## config.mk

```make
export PLATFORM = sky130hd
export DESIGN_NAME = fir_sum_pipe
export DESIGN_NICKNAME = d
export VERILOG_FILES = /design/src/rtl/fir_sum_pipe.sv
export SDC_FILE = /design/constraint.sdc
export NUM_CORES = 1
export LEC_CHECK = 0
export ABC_AREA = 1
export CORE_MARGIN = 2
export CORE_UTILIZATION = 23
export CTS_BUF_LIST = sky130_fd_sc_hd__clkbuf_4 sky130_fd_sc_hd__clkbuf_8
export DETAILED_ROUTE_END_ITERATION = 10
export GPL_TIMING_DRIVEN = 1
export PLACE_DENSITY_LB_ADDON = 0.25
export SLEW_MARGIN = 0
export SYNTH_ARGS = -nofsm -noshare
export SYNTH_HDL_FRONTEND = slang
export SYNTH_SLANG_ARGS = --single-unit
```

## constraint.sdc

```tcl
create_clock -name clk -period 4.6 [get_ports clk]
set_input_delay 0.92 -clock clk [delete_from_list [all_inputs] [get_ports clk]]
set_output_delay 0.92 -clock clk [all_outputs]
set_load 0.01 [all_outputs]
```

## src/rtl/fir_sum_pipe.sv

```systemverilog
// Moving-window sum over the last N accepted samples, built from a pipelined binary adder tree.
// Optional build macro FIR_AVG_EN turns the output into the rounded average (sum + N/2) >> log2(N).
module fir_sum_pipe #(
  parameter int W = 16,
  parameter int N = 4
) (
  input  logic                      clk,
  input  logic                      reset,
  input  logic                      flush,
  input  logic                      in_valid,
  input  logic [W-1:0]              a,
  output logic [W+$clog2(N)-1:0]    s,
  output logic                      out_valid
);

  localparam int L  = $clog2(N);
  localparam int NW = W + L;
  localparam logic [L:0] FILL_MAX = N[L:0];

  logic [W-1:0] taps [N];
  logic [L:0]   fill;
  logic [L:0]   fill_next;
  logic [L:0]   vld_q;
  logic [L:0]   full_q;
  logic [NW-1:0] root;
  logic [NW-1:0] result;
  logic          fire;

  always_comb begin
    fill_next = fill;
    if (fill != FILL_MAX)
      fill_next = fill + {{L{1'b0}}, 1'b1};
  end

  // Stage 0: delay line, fill counter, and the valid/full tags that travel beside the tree.
  always_ff @(posedge clk or posedge reset) begin
    if (reset) begin
      for (int i = 0; i < N; i++) taps[i] <= '0;
      fill   <= '0;
      vld_q  <= '0;
      full_q <= '0;
    end else if (flush) begin
      for (int i = 0; i < N; i++) taps[i] <= '0;
      fill   <= '0;
      vld_q  <= '0;
      full_q <= '0;
    end else begin
      if (in_valid) begin
        taps[0] <= a;
        for (int i = 1; i < N; i++) taps[i] <= taps[i-1];
        fill <= fill_next;
      end
      vld_q  <= {vld_q[L-1:0], in_valid};
      full_q <= {full_q[L-1:0], in_valid && (fill_next == FILL_MAX)};
    end
  end

  // Level lvl holds N>>lvl partial sums, each W+lvl bits wide, so nothing can overflow.
  for (genvar lvl = 1; lvl <= L; lvl++) begin : g_lvl
    localparam int CNT = N >> lvl;
    localparam int LW  = W + lvl;
    for (genvar j = 0; j < CNT; j++) begin : g_node
      logic [LW-1:0] sum_q;
      logic [LW-1:0] lhs;
      logic [LW-1:0] rhs;
      if (lvl == 1) begin : g_leaf
        assign lhs = LW'(taps[2*j]);
        assign rhs = LW'(taps[2*j+1]);
      end else begin : g_inner
        assign lhs = LW'(g_lvl[lvl-1].g_node[2*j].sum_q);
        assign rhs = LW'(g_lvl[lvl-1].g_node[2*j+1].sum_q);
      end
      always_ff @(posedge clk or posedge reset) begin
        if (reset)
          sum_q <= '0;
        else if (flush)
          sum_q <= '0;
        else
          sum_q <= lhs + rhs;
      end
    end
  end

  assign root = g_lvl[L].g_node[0].sum_q;

`ifdef FIR_AVG_EN
  // N*(2^W-1) + N/2 stays below 2^(W+L), so the rounding add cannot wrap.
  assign result = (root + NW'(N/2)) >> L;
`else
  assign result = root;
`endif

  assign fire = vld_q[L] & full_q[L];

  always_ff @(posedge clk or posedge reset) begin
    if (reset) begin
      s         <= '0;
      out_valid <= 1'b0;
    end else if (flush) begin
      s         <= '0;
      out_valid <= 1'b0;
    end else begin
      out_valid <= fire;
      if (fire)
        s <= result;
    end
  end

endmodule
```

; ---- After elaboration in Yosys (flattened, before gate mapping)
; Index checks and enable logic that the tools add are counted.
[op_classes]
n_addsub = 4
eq_ne = 2
n_mux = 13
bitwise = 1
reduce_logical = 3
[op_table]
columns = cell, count
row1 = 2-to-1 mux 64 bit, 2
row2 = 2-to-1 mux 18 bit, 3
row3 = adder 16 x 16 -> 17 bit, 2
row4 = 2-to-1 mux 17 bit, 2
row5 = adder 17 x 17 -> 18 bit, 1
row6 = 2-to-1 mux 3 bit, 5
row7 = nonzero test 2 bit, 2
row8 = "adder 3 x 1 -> 3 bit, second input constant", 1
row9 = "equality test 3 bit, second input constant", 1
row10 = "inequality test 3 bit, second input constant", 1
row11 = bitwise AND 1 bit, 1
row12 = logical AND 1 bit, 1
row13 = 2-to-1 mux 1 bit, 1
[totals]
ff_bits = 144
input_bits = 20
out_inout_bits = 19
wordCells = 35

; ---- Longest topological paths before layout
; Gate-level depths: netlist (run 1).
[depth]
ltp_word = 5
depth_mapped = 13
mapped_depth_nobuf = 13

; ---- Worst setup path after synthesis (run 1)
; OpenSTA, ideal clock, no wires.
[synth_timing]
kind = input -> register
start = input port in_valid
end = register taps (netlist bit g_lvl[1].g_node[0].rhs[1])
setup_time_ps = 127
arrival_ps = 1519
required_ps = 4473
slack_ps = 2953
cell_stages = 6
path_buffers = 2
path_cell_list = inv_2 nor2_2 inv_2 buf_2 buf_2 o22ai_1
[synth_via]
elab_chain_cells = 1
[synth_lines]
columns = element, line_no
row1 = from (decl), 10  ; input logic in_valid,
row2 = nonzero test 2 bit (no line), -
row3 = to (decl), 20  ; logic [W-1:0] taps [N];
; Every way passes these cells.
; A chain may end at the register's enable or synchronous reset.

; ---- Final worst setup path (run 1)
[layout_timing]
start = input port flush
end = register taps (netlist bit g_lvl[1].g_node[0].rhs[14])
[layout_via]
elab_chain_cells = 1
elab_cells_between_ends = 2
cone_classes = 1 x mux / 1 x reduce/logical
[layout_lines]
columns = element, line_no
row1 = from (decl), 9  ; input logic flush,
row2 = 2-to-1 mux 64 bit / nonzero test 2 bit (equally long branches), -
; Parallel ways exist; a longest one is shown, timed or not.

==> results of run 1 <==
-- layout make-up --
class,count,area (sq um)
Clock buffer,18,241
Clock inverter,14,135
Fill cell,3719,25100
Inverter,205,776
Multi-Input combinational cell,667,3460
Sequential cell,144,3600
Tap cell,455,569
Timing Repair Buffer,44,438
-- critical path: cells and delay by family --
kind | cells | cell delay, ns
AOI/OAI and AO/OA | 1 | 0.15
buffers and inverters | 3 | 1.24
and+or+nand+nor | 1 | 0.49
-- flip-flops by register name, indices dropped and copies added (netlist names) --
name,count
g_lvl.g_node.sum_q,52
g_lvl.g_node.lhs,32
g_lvl.g_node.rhs,32
s,18
fill,3
full_q,3
vld_q,3
out_valid,1
-- per-stage QoR --
stage               total power [uW]  cell area (sq um)  setup slack, ns  hold WS, ns
finish                          2490               9230             2.12        0.446
global route                    2620               9230             1.98        0.472
CTS                             2530               9230             2.05        0.447
detailed placement              1560               8850             1.56        0.425
global placement                1560               8850             1.64        0.424
floorplan                       1480               7960             1.87        0.418
-- layout by cell type, fill, tap and decap left out, types with 3 or more instances in the layout --
master           synthesis  routed
xnor2_1                  3       3
clkinv_4                 0       5
a21oi_1                 55      55
nor3_1                  10      10
nand4_1                  3       3
o21ai_0                 48      48
fa_1                     3       3
ha_1                    51      51
nand3_1                 60      60
inv_1                  198     197
dfrtp_1                144     144
clkbuf_8                 0      17
or2_1                    3       3
o22ai_1                 33      33
inv_6                    0       3
clkdlybuf4s50_1          0      38
nand2_1                285     285
inv_2                    6       6
nand2_2                 17      17
nor2_1                  69      69
buf_4                    2       5
and2_1                   5       5
o21ai_1                  6       6
clkinvlp_4               0       5
-- logic make-up after synthesis --
| group | share of synthesized area, % |
|---|---|
| xor+xnor | 0.550 |
| flops | 45.3 |
| compound gates | 9.94 |
| buf+inv | 11.2 |
| simple gates | 24.2 |
| fa+ha+maj | 8.77 |
-- layer usage --
layer | up-vias | wire [microns]
met5 | - | 0
met4 | 0 | 261
met3 | 16 | 573
met2 | 78 | 7960
met1 | 2738 | 9520
li1 | 3331 | -
-- worst max-delay path by stage --
| stage | startpoint | end | slack (ns) |
|---|---|---|---|
| after floorplan | reset | fill[0]$_DFFE_PP0P_ | 1.87 |
| after global placement | flush | g_lvl[1].g_node[1].lhs[14]$_DFFE_PP0P_ | 1.64 |
| after detailed placement | flush | g_lvl[1].g_node[0].rhs[14]$_DFFE_PP0P_ | 1.56 |
| after CTS | flush | g_lvl[1].g_node[0].rhs[14]$_DFFE_PP0P_ | 2.05 |
| after global routing | flush | g_lvl[1].g_node[1].lhs[11]$_DFFE_PP0P_ | 1.98 |
| final | flush | g_lvl[1].g_node[0].rhs[14]$_DFFE_PP0P_ | 2.12 |
-- power groups by stage --
stage          sequential, uW  clock (uW)  combinational (uW)
2_1_floorplan            1340           0                 145
3_3_place_gp             1340           0                 215
3_5_place_dp             1340           0                 215
4_1_cts                  1320        1000                 217
5_1_grt                  1320        1060                 242
6_report                 1320         961                 211
==> results.toml, run 1 <==
[power_and_ir_drop]
seq_power_share_pct = 52.9
combinationalPowerShare_pct = 8.5
clockPowerShare_pct = 38.6
power_density_nw_per_um2 = 270
peakVddDrop_uv = 152
p_sw_uw = 683
leakagePower_uw = 0.00491
internal_power_uw = 1810
p_sw_share_pct = 27.4

[grt]
antenna_found_initial = 0
grt_start_max_net_pins = 145
grt.met2_usage_pct = 17.1
grt_pass1_wl_microns = 30700
grt_pass1_vias = 6109
busiest_layer = "met2"
overflow = 0
use_met3_pct = 2.31
grtUsageMet1_pct = 14.6
grt_usage_pct = 10.7

[worst_hold_path]
hold_path_depth = 2
hold_class = "flop to flop"
hp-start = "g_lvl[2].g_node[0].sum_q[2]$_DFF_PP0_"
whs_endpoint = "s[2]$_DFFE_PP0P_"

[detailed_routing]
ant_nets = 0
first_pass_iters = 6
drt-total-wl_microns = 18300
vias = 6163
drc = 0
wire_per_inst_microns = 11.8
drt-initial-drc-count = 348
viasPerCell = 3.98

[cells_and_area]
fin_nets = 1153
post-route-util_pct = 26.9
diodes = 0
layout-drive-gt1-share_pct = 6.41
final_cells = 1547
area_growth_pct = 15.9

[worst_setup_path]
path_cells = "clkdlybuf4s50_1 -> inv_4 -> nand2_2 -> buf_4 -> o22ai_1"
slowest_delay_ns = 0.51
startpoint_type = "input pin"
cp_slowest_cell = "clkdlybuf4s50_1"
crit_arrival_ns = 2.84
r2r_slack_ns = 2.68
end_kind = "flop"
worstPathMaxFanout = 34
worstPathRequired_ns = 4.96
reg2reg_depth = 10
crit_type = "input pin to flop"
r2r_start = "g_lvl[1].g_node[0].lhs[0]$_DFFE_PP0P_"
r2r-end = "g_lvl[1].g_node[0].sum_q[8]$_DFF_PP0_"

[placement]
gp_congestion = 0.796
place_hpwl_microns = 13300
portBuffers = 38
place_inst = 1515

[timing]
max_freq_mhz = 403
skew_ns = 0.0191
worst_slew_pin_slew_ns = 0.892
fin_crit_sh_pct = 54.0
fin_crit_ns = 2.48
rsz0062_at_grt = "no"
slew-limit-headroom_pct = 40.6
setup_viol = 0
fin_setup_tns_ns = 0
finalHoldViolCount = 0
maxSlewViolCount = 0

[yosys]
netlist_top_cells_count = "nand2_1, inv_1, dfrtp_1"
syn_avg_cell_area_sq_um = 7.65
yosysUniqueCellTypes = 35
yosysTopAreaCellShare_pct = 45.3
ys_warn_count = 0
synth_area_leader_cell = "dfrtp_1"
synth-edff-count = 0
syn_area_sq_um = 7960
syn_nets = 1114
ys_top_cells_by_area = "dfrtp_1, nand2_1, inv_1, ha_1, nand3_1"
synth_top_flop_cell = "dfrtp_1"
yosysMostFrequentCell = "nand2_1"
ys_seq_elements = 144
netlist_instances = 1040
ys_async_sr_fraction_pct = 100
ys_seq_area_share_pct = 45.3

[cts]
insertion_delay_ns = 0.46
cts_max_level = 4
clock-root-buffer = "clkbuf_8"
cts_tree = "built"
ctsHoldBuffers = 0
cts_sinks = 144
clk_pin_slew_ns = 0.09
cts_resized = 0
clockBufferDepth = 2
cts_buffers = 17
cts_setup_buffers = 0

[floorplan]
die_h_microns = 190
core-area_sq_um = 34300
die_area_sq_um = 36100
die_w_microns = 190
initial_core_util_pct = 23.2
ios = 39
rows = 68

[run_status]
status = "finished, final reports clean"

[job]
drv_cap = 0
Power figures use the tool's default switching activity.
==> run 2, diff against run 1 <==
==> constraint.sdc (replaced) <==
create_clock -name clk -period 2.2 [get_ports clk]
set_input_delay 0.44 -clock clk [delete_from_list [all_inputs] [get_ports clk]]
set_output_delay 0.44 -clock clk [all_outputs]
set_load 0.01 [all_outputs]
==> results.toml, run 2 (synthesis gave the netlist of run 1 again) <==
[worst_setup_path]
crit_buf_inv = 1
crit_family = "buffers and inverters"
end_kind = "output port"
crit_type = "flop to output port"
worstPathRequired_ns = 1.76
r2r_start = "g_lvl[1].g_node[1].lhs[0]$_DFFE_PP0P_"
cp-endpoint = "s[0]"
cp_slowest_cell = "clkdlybuf4s50_1"
startpoint_type = "flop"
cp.depth = 1
slowest_delay_ns = 0.56
r2r-end = "g_lvl[1].g_node[1].sum_q[8]$_DFF_PP0_"
reg2reg_depth = 10
cp-startpoint = "s[0]$_DFFE_PP0P_"
path_cells = "clkdlybuf4s50_1"
r2r_slack_ns = 0.40
crit_arrival_ns = 1.38
worstPathMaxFanout = 2

[grt]
grt_start_max_net_pins = 53
grt_pass1_wl_microns = 31500
grt_pass1_vias = 6181
grt_usage_pct = 11.0
overflow = 0
antenna_found_initial = 0

[timing]
slew-limit-headroom_pct = 60.2
fin_crit_ns = 1.82
max_freq_mhz = 548
whs_ns = 0.399
setup_viol = 0
fin_crit_sh_pct = 82.9
maxSlewViolCount = 0
rsz0062_at_grt = "no"
finalHoldViolCount = 0
worst_slew_pin_slew_ns = 0.596
skew_ns = 0.0169

[worst_hold_path]
hold_class = "input pin to asynchronous set/reset pin"

[floorplan]
die_h_microns = 190
initial_core_util_pct = 23.2
core-area_sq_um = 34300
die_area_sq_um = 36100
rows = 68
ios = 39
die_w_microns = 190

[detailed_routing]
first_pass_iters = 6
drt-initial-drc-count = 237
drt-total-wl_microns = 18800
drc = 0
ant_nets = 0
wire_per_inst_microns = 12.1
viasPerCell = 4.03
vias = 6276

[cts]
insertion_delay_ns = 0.47
cts_buffers = 17
cts_tree = "built"
clockBufferDepth = 2
clk_pin_slew_ns = 0.10
cts_setup_buffers = 0
clock-root-buffer = "clkbuf_8"
cts_max_level = 4
ctsHoldBuffers = 0
cts_sinks = 144
cts_resized = 0

[cells_and_area]
diodes = 0
top_register = "g_lvl.g_node.sum_q"
fillers = 3742
seq_area_sq_um = 3600
largest_register_ffs = 52
area_growth_pct = 18.2
multi_input_area_sq_um = 3460
most-common-layout-cells = "nand2_1, inv_1, dfrtp_1"
layout-drive-gt1-share_pct = 7.26
final_common_cell = "nand2_1"
fin_nets = 1163
post-route-util_pct = 27.4

[placement]
portBuffers = 38
place_hpwl_microns = 14000
gp_congestion = 0.815

[run_status]
status = "finished, final reports clean"

[job]
drv_cap = 0

[power_and_ir_drop]
power_density_nw_per_um2 = 572
leakagePower_uw = 0.00502
peakVddDrop_uv = 314
run 2: routing by layer:
| metal | vias up | track usage [%] | part of all wire, % |
|---|---|---|---|
| li1 | 3349 | - | - |
| met1 | 2830 | 15.6 | 52 |
| met2 | 84 | 16.9 | 43 |
| met3 | 13 | 2.25 | 2.9 |
| met4 | 0 | 3.28 | 1.2 |
| met5 | - | 0 | 0 |
run 2: how the worst min path moves through the flow:
stage                                           from                                    end  slack (ns)
6_report                                       reset  g_lvl[1].g_node[1].rhs[4]$_DFFE_PP0P_        0.40
5_1_grt                                        reset  g_lvl[1].g_node[1].rhs[4]$_DFFE_PP0P_        0.40
3_5_place_dp   g_lvl[2].g_node[0].sum_q[0]$_DFF_PP0_                       s[0]$_DFFE_PP0P_        0.43
2_1_floorplan  g_lvl[2].g_node[0].sum_q[0]$_DFF_PP0_                       s[0]$_DFFE_PP0P_        0.42
3_3_place_gp   g_lvl[2].g_node[0].sum_q[7]$_DFF_PP0_                       s[7]$_DFFE_PP0P_        0.42
4_1_cts                                        reset                    full_q[0]$_DFF_PP0_        0.39
run 2: cell type report:
type / instances / area share [%]
clock inverter: 15 / 1.73
tap: 455 / 6.05
timing repair buffer: 54 / 6.38
clock buffer: 17 / 2.49
multi-input combinational: 667 / 36.8
sequential: 144 / 38.3
inverter: 205 / 8.25
run 2: metrics by stage:
stage / instance area [sq um] / setup TNS, ns / power [uW] / setup WS [ns] / instances
after detailed placement: 9010 / 0 / 3300 / 0.326 / 1525
after floorplan: 7960 / -6.49 / 3100 / -0.0450 / 1040
after CTS: 9410 / 0 / 5480 / 0.306 / 1557
after global placement: 9010 / 0 / 3300 / 0.351 / 1525
after global routing: 9410 / 0 / 5660 / 0.261 / 1557
final: 9410 / 0 / 5380 / 0.376 / 1557
run 2: power by group:
part / switching (uW) / total [uW] / internal [uW]
combinational: 309 / 478 / 169
sequential: 39.6 / 2760 / 2720
clock: 1190 / 2150 / 954
